File: src/rtl/sdram_arb_pkg.sv
// rtl/sdram_arb_pkg.sv - shared types and constants for the SDRAM command-port arbiter
package sdram_arb_pkg;

  typedef enum logic [1:0] {
    IDLE  = 2'b00,
    CPU   = 2'b01,
    SPART = 2'b10,
    AUD   = 2'b11
  } busy_e;

  typedef enum logic [2:0] {
    S_IDLE,
    S_ISSUE,
    S_WAIT_RD,
    S_WAIT_WR,
    S_DONE
  } arb_state_e;

  localparam logic [1:0] OP_NONE = 2'b00;
  localparam logic [1:0] OP_RD   = 2'b01;
  localparam logic [1:0] OP_WR   = 2'b10;

  // Encoding 11 is reserved and behaves like no request.
  function automatic logic cpu_op_active(input logic [1:0] op);
    return (op == OP_RD) || (op == OP_WR);
  endfunction

endpackage

File: src/rtl/arb_prio_sel.sv
// rtl/arb_prio_sel.sv - combinational winner select: aged requesters first, then Audio > CPU > SPART
module arb_prio_sel
  import sdram_arb_pkg::*;
(
  input  logic  aud_req,
  input  logic  cpu_req,
  input  logic  spart_req,
  input  logic  aud_aged,
  input  logic  cpu_aged,
  input  logic  spart_aged,
  output busy_e owner
);

  logic aud_hi;
  logic cpu_hi;
  logic spart_hi;

  always_comb begin
    aud_hi   = aud_req & aud_aged;
    cpu_hi   = cpu_req & cpu_aged;
    spart_hi = spart_req & spart_aged;
    owner    = IDLE;
    if (aud_hi | cpu_hi | spart_hi) begin
      if (aud_hi)      owner = AUD;
      else if (cpu_hi) owner = CPU;
      else             owner = SPART;
    end else if (aud_req) begin
      owner = AUD;
    end else if (cpu_req) begin
      owner = CPU;
    end else if (spart_req) begin
      owner = SPART;
    end
  end

endmodule

File: src/rtl/sdram_arbiter.sv
// rtl/sdram_arbiter.sv - shares the SDRAM command port among CPU, SPART and Audio
// Optional aging promotion is enabled by defining SDRAM_ARB_AGING_EN.
module sdram_arbiter
  import sdram_arb_pkg::*;
#(
  parameter int MAX_WAIT = 64
) (
  input  logic        clk,
  input  logic        rst_n,
  input  logic [1:0]  cpu_op,
  input  logic [31:0] cpu_addr,
  input  logic [31:0] cpu_wdata,
  output logic [31:0] cpu_rdata,
  output logic        cpu_done,
  input  logic        spart_req,
  input  logic        spart_we,
  input  logic [31:0] spart_addr,
  input  logic [31:0] spart_wdata,
  output logic [31:0] spart_rdata,
  output logic        spart_done,
  input  logic        aud_req,
  input  logic [31:0] aud_addr,
  output logic [31:0] aud_rdata,
  output logic        aud_done,
  output logic        sd_cmd_valid,
  input  logic        sd_cmd_ready,
  output logic        sd_cmd_we,
  output logic [31:0] sd_cmd_addr,
  output logic [31:0] sd_cmd_wdata,
  input  logic        sd_rd_valid,
  input  logic [31:0] sd_rd_data,
  input  logic        sd_wr_ack,
  output logic [1:0]  mem_busy
);

  if (MAX_WAIT < 2 || MAX_WAIT > 255) begin : g_bad_max_wait
    $error("sdram_arbiter: MAX_WAIT must be within 2..255");
  end

  arb_state_e state;
  busy_e      owner;
  busy_e      winner;
  logic       cpu_act;
  logic [2:0] aged_vec;

  assign cpu_act  = cpu_op_active(cpu_op);
  assign mem_busy = owner;

  arb_prio_sel u_prio_sel (
    .aud_req    (aud_req),
    .cpu_req    (cpu_act),
    .spart_req  (spart_req),
    .aud_aged   (aged_vec[2]),
    .cpu_aged   (aged_vec[1]),
    .spart_aged (aged_vec[0]),
    .owner      (winner)
  );

`ifdef SDRAM_ARB_AGING_EN
  localparam logic [7:0] MAX_W = 8'(MAX_WAIT);

  logic [2:0] req_vec;
  logic [2:0] grant_vec;

  assign req_vec   = {aud_req, cpu_act, spart_req};
  assign grant_vec = (state == S_IDLE) ?
                     {winner == AUD, winner == CPU, winner == SPART} : 3'b000;

  // A requester only ages in IDLE cycles where it is active and somebody else wins.
  for (genvar i = 0; i < 3; i++) begin : g_age
    logic [7:0] wait_cnt;

    always_ff @(posedge clk or negedge rst_n) begin
      if (!rst_n) begin
        wait_cnt <= '0;
      end else if (!req_vec[i] || grant_vec[i]) begin
        wait_cnt <= '0;
      end else if (state == S_IDLE && wait_cnt != MAX_W) begin
        wait_cnt <= wait_cnt + 8'd1;
      end
    end

    assign aged_vec[i] = (wait_cnt == MAX_W);
  end
`else
  assign aged_vec = 3'b000;
`endif

  always_ff @(posedge clk or negedge rst_n) begin
    if (!rst_n) begin
      state        <= S_IDLE;
      owner        <= IDLE;
      sd_cmd_valid <= 1'b0;
      sd_cmd_we    <= 1'b0;
      sd_cmd_addr  <= '0;
      sd_cmd_wdata <= '0;
      cpu_rdata    <= '0;
      spart_rdata  <= '0;
      aud_rdata    <= '0;
      cpu_done     <= 1'b0;
      spart_done   <= 1'b0;
      aud_done     <= 1'b0;
    end else begin
      cpu_done   <= 1'b0;
      spart_done <= 1'b0;
      aud_done   <= 1'b0;
      case (state)
        S_IDLE: begin
          if (winner != IDLE) begin
            owner        <= winner;
            sd_cmd_valid <= 1'b1;
            state        <= S_ISSUE;
            case (winner)
              AUD: begin
                sd_cmd_we    <= 1'b0;
                sd_cmd_addr  <= aud_addr;
                sd_cmd_wdata <= '0;
              end
              CPU: begin
                sd_cmd_we    <= (cpu_op == OP_WR);
                sd_cmd_addr  <= cpu_addr;
                sd_cmd_wdata <= cpu_wdata;
              end
              default: begin
                sd_cmd_we    <= spart_we;
                sd_cmd_addr  <= spart_addr;
                sd_cmd_wdata <= spart_wdata;
              end
            endcase
          end
        end
        S_ISSUE: begin
          if (sd_cmd_ready) begin
            sd_cmd_valid <= 1'b0;
            state        <= sd_cmd_we ? S_WAIT_WR : S_WAIT_RD;
          end
        end
        S_WAIT_RD: begin
          if (sd_rd_valid) begin
            state <= S_DONE;
            case (owner)
              AUD:     begin aud_rdata   <= sd_rd_data; aud_done   <= 1'b1; end
              CPU:     begin cpu_rdata   <= sd_rd_data; cpu_done   <= 1'b1; end
              SPART:   begin spart_rdata <= sd_rd_data; spart_done <= 1'b1; end
              default: ;
            endcase
          end
        end
        S_WAIT_WR: begin
          if (sd_wr_ack) begin
            state      <= S_DONE;
            aud_done   <= (owner == AUD);
            cpu_done   <= (owner == CPU);
            spart_done <= (owner == SPART);
          end
        end
        S_DONE: begin
          owner <= IDLE;
          state <= S_IDLE;
        end
        default: begin
          owner        <= IDLE;
          sd_cmd_valid <= 1'b0;
          state        <= S_IDLE;
        end
      endcase
    end
  end

endmodule

File: config.mk
export PLATFORM = sky130hd
export DESIGN_NAME = sdram_arbiter
export DESIGN_NICKNAME = d
export VERILOG_FILES = /design/src/rtl/sdram_arb_pkg.sv /design/src/rtl/arb_prio_sel.sv /design/src/rtl/sdram_arbiter.sv
export SDC_FILE = /design/constraint.sdc
export NUM_CORES = 1
export LEC_CHECK = 0
export CAP_MARGIN = 15
export CORE_MARGIN = 5
export CORE_UTILIZATION = 37
export CTS_CLUSTER_DIAMETER = 200
export DETAILED_ROUTE_END_ITERATION = 7
export PLACE_DENSITY = 0.79
export RECOVER_POWER = 50
export SLEW_MARGIN = 20
export SYNTH_ARGS = -nofsm -noshare
export SYNTH_HDL_FRONTEND = slang
export SYNTH_SLANG_ARGS = --single-unit
export TNS_END_PERCENT = 20
File: constraint.sdc
create_clock -name clk -period 1.8 [get_ports clk]
set_input_delay 0.36 -clock clk [delete_from_list [all_inputs] [get_ports clk]]
set_output_delay 0.36 -clock clk [all_outputs]
set_load 0.005 [all_outputs]
==> impl_metrics.toml <==
[run_status]
status = "completed"

[yosys]
postSynth.asyncResetShare_pct = 100.0
synthesis.nets = 769
ys_warn_count = 0
syn_area_um2 = 7755
synth_seq_cells = 170
synth_cells = 566
synth.lib_cells_used.distinct = 30
postSynthAreaPerCell_um2 = 13.70
ys_seq_area_share_pct = 54.86
synth_edf_count = 0
synth_ff_type = "dfrtp_1"

[sta]
slew_violations = 0
fin_hold_ws_ps = 499.5
maxSlewHeadroom_pct = 24.14
min_period_ps = 1727
finClkSkew_ps = 12.99
worst_slack_ps = 72.86
rsz0062_at_grt = "no"
fin_crit_sh_pct = 95.95
fin_tns_setup_ps = 0
worst_slew_pin_slew_ps = 1138
finalHoldViolations = 0
max_freq_ghz = 0.5790
finalSetupViolCount = 0

[route]
vias_per_cell = 4.757
ant_nets = 0
wl_per_cell_um = 18.52
first_pass_iters = 4
vias = 5880
drt_wl_total_um = 22890
drt_iter0_markers = 191
drc = 0

[pwr]
power.density_nw_per_um2 = 1446
p_leak_uw = 0.005630
max-vdd-ir-drop_mv = 0.6527

[placed_design]
io_buffers = 368
dpl.cell_count = 1202
dp_hpwl_um = 17890
gp_congestion = 0.8328
place_ws_ps = -710.9

[clock_network]
cts_tree = "done"
htree_num_levels = 4
cts_buffer_depth = 2
cts.sinks = 170
cts-root-buf = "clkbuf_16"
insertion_delay_ps = 420
cts-buffers-inserted = 17
cts.reportedPaths.clkPinSlew_ps = 80

[critical_path]
startpoint = "spart_rdata[4]"
cp_top_family = "buffers and inverters"
timing.rr.end = "aud_rdata[30]"
crit_path_max_fanout = 2
arrival_ps = 1370
r2r_setup_slack_ps = 130
required_ps = 1440
critPathMaxStageDelay_ps = 570
critical_path_depth = 1
worstPathCellList = "dlygate4sd3_1"
cp_slowest_cell = "dlygate4sd3_1"
crit_path_end_kind = "primary output"
reg2reg_depth = 4
reg2reg_from = "state[0]"
start_kind = "flop"
cp-endpoint = "spart_rdata[4]"
critical_path_class = "flop to primary output"
path_buf_inv = 1

[cells_and_area]
mostFrequentLayoutCells = "clkdlybuf4s50_1, dfrtp_1, mux2_2"
multi_input_area_um2 = 3289
final_common_cell = "clkdlybuf4s50_1"
drive_above_1_share_pct = 23.54
nets = 1150
stdcell_count = 1236
fill_cells = 1699
seq_area_um2 = 4254
area_growth_syn_to_layout_pct = 61.41

[floorplan]
die_y_um = 154.8
dieArea_um2 = 23960
die_w_um = 154.8
start_util_pct = 37.24
core-area_um2 = 20820
row_count = 53
ios = 369

[global_routing]
grt-ovfl-total = 0
grt_pass1_vias = 6086
grt_max_degree = 47
grt_use_total_pct = 18.69
antenna_found_initial = 1
grt_pass1_wl_um = 34710

[flow_run]
drv_cap = 0

[worst_hold_path]
hold_class = "flop to flop"
-- metrics by stage --
stage	util (%)	area, µm²	total power (µW)
3_3_place_gp	57.40	11950	14510
3_5_place_dp	57.40	11950	14690
2_1_floorplan	-	7795	9873
5_1_grt	60.10	12510	19050
4_1_cts	60.32	12560	18410
6_report	60.11	12520	18100
-- cell usage after synthesis (2+ instances only) --
cell	n	area [µm²]
buf_6	7	78.83
dfrtp_1	170	4254
mux2i_1	66	660.6
clkbuf_1	11	41.29
a21oi_1	3	15.01
nand2_1	36	135.1
inv_1	4	15.01
buf_1	2	7.510
buf_4	3	22.52
buf_2	14	70.07
o21ai_0	34	170.2
nor3b_1	2	15.01
nand3b_1	3	22.52
nor2_1	37	138.9
mux2_4	50	750.7
mux2_2	110	1239
-- flip-flops by register name, indices dropped and copies added, names as in the netlist --
signal and count:
sd_cmd_addr 32, sd_cmd_wdata 32, sd_cmd_we 1, aud_done 1
state 3, cpu_rdata 32, sd_cmd_valid 1, aud_rdata 32
spart_rdata 32, mem_busy 2, cpu_done 1, spart_done 1
-- worst reg2reg max path, delay by kind of cell, from the launching register on --
family,cells,cell delay (ps)
buf+inv,1,190
flops,1,420
mux,1,370
simple gates,2,570
-- cell type report --
class	instances	share of cell area (%)
sequential	170	33.99
timing repair buffer	399	32.00
multi-input combinational	355	26.28
clock buffer	17	3.399
tap	275	2.749
clock inverter	15	1.389
inverter	4	0.1799
antenna	1	0.01999
-- report_power, final --
part / total [µW] / internal, µW / switching (µW)
clock: 3660 / 1880 / 1780
combinational: 8010 / 5480 / 2530
sequential: 6420 / 5490 / 938
total: 18100 / 12800 / 5250
-- cell families (layout without fill, tap and decap cells) --
group | count (synthesis) | in the layout | share of synthesized area, %
multiplexers | 227 | 227 | 34.32
flip-flops | 170 | 170 | 54.86
AND/OR/NAND/NOR | 86 | 86 | 4.776
AO/OA/AOI/OAI | 41 | 41 | 2.856
buffers and inverters | 41 | 435 | 3.033
adder cells (fa/ha/maj) | 1 | 1 | 0.1613
other | 0 | 1 | 0
-- layer usage --
layer | vias to the layer above | share of wire (%) | GRT usage [%]
met5 | - | 0.057 | 0
met1 | 2864 | 40 | 22.54
met3 | 36 | 6.9 | 5.652
li1 | 2758 | - | -
met2 | 220 | 51 | 32.01
met4 | 2 | 2.7 | 6.140
-- what timing repair did --
item	4_1_cts	5_1_grt
setup endpoints to repair	67	55
setup buffers	0	0
hold endpoints to repair	36	0
pin swaps	0	0
resized for setup	5	5
hold buffers	1	0
-- worst min-delay path by stage --
stage | startpoint | endpoint | slack [ps] | cells after the start
5_1_grt | spart_rdata[17] | spart_rdata[17] | 510 | 1
6_report | aud_rdata[4] | aud_rdata[4] | 500 | 1
3_3_place_gp | rst_n | sd_cmd_addr[2] | 310 | 1
3_5_place_dp | rst_n | sd_cmd_addr[2] | 310 | 1
4_1_cts | rst_n | sd_cmd_addr[2] | 420 | 2
2_1_floorplan | rst_n | aud_done | 60 | 0
No activity file was read; power rests on OpenSTA's default activity.
==> variant: new RTL, same flow settings <==
Add a define of `SDRAM_ARB_AGING_EN`.
--- a/src/rtl/sdram_arbiter.sv
+++ b/src/rtl/sdram_arbiter.sv
@@ -1,5 +1,7 @@
 // rtl/sdram_arbiter.sv - shares the SDRAM command port among CPU, SPART and Audio
 // Optional aging promotion is enabled by defining SDRAM_ARB_AGING_EN.
+`define SDRAM_ARB_AGING_EN
+
 module sdram_arbiter
   import sdram_arb_pkg::*;
 #(
Function: no difference found for any inputs over 4 cycles, from zero or initial values and one cycle with rst_n low; that may be too few to reach the edited logic, so the function may still have changed.
==> variant against the original RTL <==
Area after synthesis is 11% higher; power is 15% higher; count of clock-buffer cells in the layout stayed put; register-to-register slack worse by 0.46 ns; routed wire length is 27% higher; setup slack worse by 0.40 ns; the run now ends with negative setup slack left; worst hold slack worse by 0.15 ns; design area is 13% higher; non-clock buffer count is 57 higher; critical path depth is 9 higher; sequential share of layout area is 0.21 points higher; sequential power is 12% higher; combinational power is 20% higher; sequential cell count is 24 higher.
==> variant: results (changes against the original RTL) <==
[global_routing]
grt_use_met2 = 0.344  ; +0.0235
grt_use_met1 = 0.272  ; +0.0466
grt_max_degree = 49  ; +4.3%
grt_pass1_vias = 7627  ; +25%
use_met3 = 0.0431  ; -0.0134

[worst_hold_path]
hold_depth = 3  ; +2
hold_path_class = input port to register

[drt]
wl_met3_um = 1690  ; +7.3%
viasPerCell = 5.35  ; +12%
vias = 7569  ; +29%
routedWlPerCell_um = 20.6  ; +11%
drt_iter0_drc = 488  ; +160%
wl_met2_um = 14400  ; +24%

[sta]
setup_tns_ns = -20.92  ; -20.92 ns
finalSetupViolCount = 97  ; +97
skew_ns = 0.0194  ; +0.00638 ns
worst_slack_ns = -0.328  ; -0.401 ns
whs_ns = 0.349  ; -0.151 ns
worst_pin_slew_ns = 1.30  ; +0.157 ns

[layout]
final_util = 0.625  ; +0.0242
buffers = 456  ; +14%
num-multi-input-gates = 440  ; +24%
ff_latch_area_um2 = 4860  ; +14%
fillers = 1792  ; +5.5%
clk_share = 0.0449  ; -0.00295
inverters = 8  ; +4
fin_nets = 1326  ; +15%
layout.nonclk_buf_frac = 0.327  ; +0.00681
multi_input_area_share = 0.259  ; -0.00385

[synthesis]
synth_area_leaders = dfrtp_1 57%, mux2_2 12%, a221o_1 7.6%
ys_ff_latch = 194  ; +14%
yosys.area_share.adder = 0.0102  ; +0.00860
ys_types = 51  ; +70%
muxShareOfSynthArea = 0.127  ; -0.216
avgSynthCellArea_um2 = 12.4  ; -9.2%

[run_status]
violations = negative setup slack
status = finished, violations left

[clock_tree]
clock_latency_ns = 0.44  ; +0.02 ns

[worst_setup_path]
crit_slowest_cell = dfrtp_1
crit_fanout = 8  ; +6
r2r_cells = 10  ; +6
cp.arrival_ns = 2.43  ; +1.06 ns
cp_slowest_stage_delay_ns = 0.40  ; -0.17 ns
timing.rr.end = sd_cmd_addr[13]

[power_and_ir_drop]
p_leak_nw = 6.27  ; +11%
ir_drop_uv = 672  ; +3.0%

[placed_design]
placed_cell_area_um2 = 13200  ; +10%
hpwl_um = 21000  ; +17%
placed_cells = 1371  ; +14%
gp_congestion = 0.865  ; +3.9%

## variant: worst max path at each step
| stage | from | endpoint | slack [ns] | cells past startpoint |
|---|---|---|---|---|
| 6_report | g_age[0].wait_cnt[0] | sd_cmd_addr[13] | -0.33 | 10 |
| 5_1_grt | g_age[0].wait_cnt[1] | sd_cmd_addr[13] | -0.38 | 10 |
| 4_1_cts | g_age[0].wait_cnt[1] | sd_cmd_addr[27] | -0.29 | 9 |
| 3_5_place_dp | cpu_op[0] | sd_cmd_wdata[18] | -0.77 | 9 |
| 3_3_place_gp | cpu_op[0] | sd_cmd_addr[7] | -0.72 | 9 |
| 2_1_floorplan | g_age[0].wait_cnt[0] | sd_cmd_addr[10] | -0.19 | 9 |
## variant: power breakdown
group          leakage (nW)  internal, mW  switching (mW)  total, mW
Clock                 0.311          2.06            2.04       4.10
Combinational          3.45          5.92            3.66       9.58
Sequential             2.51          6.16            1.05       7.21
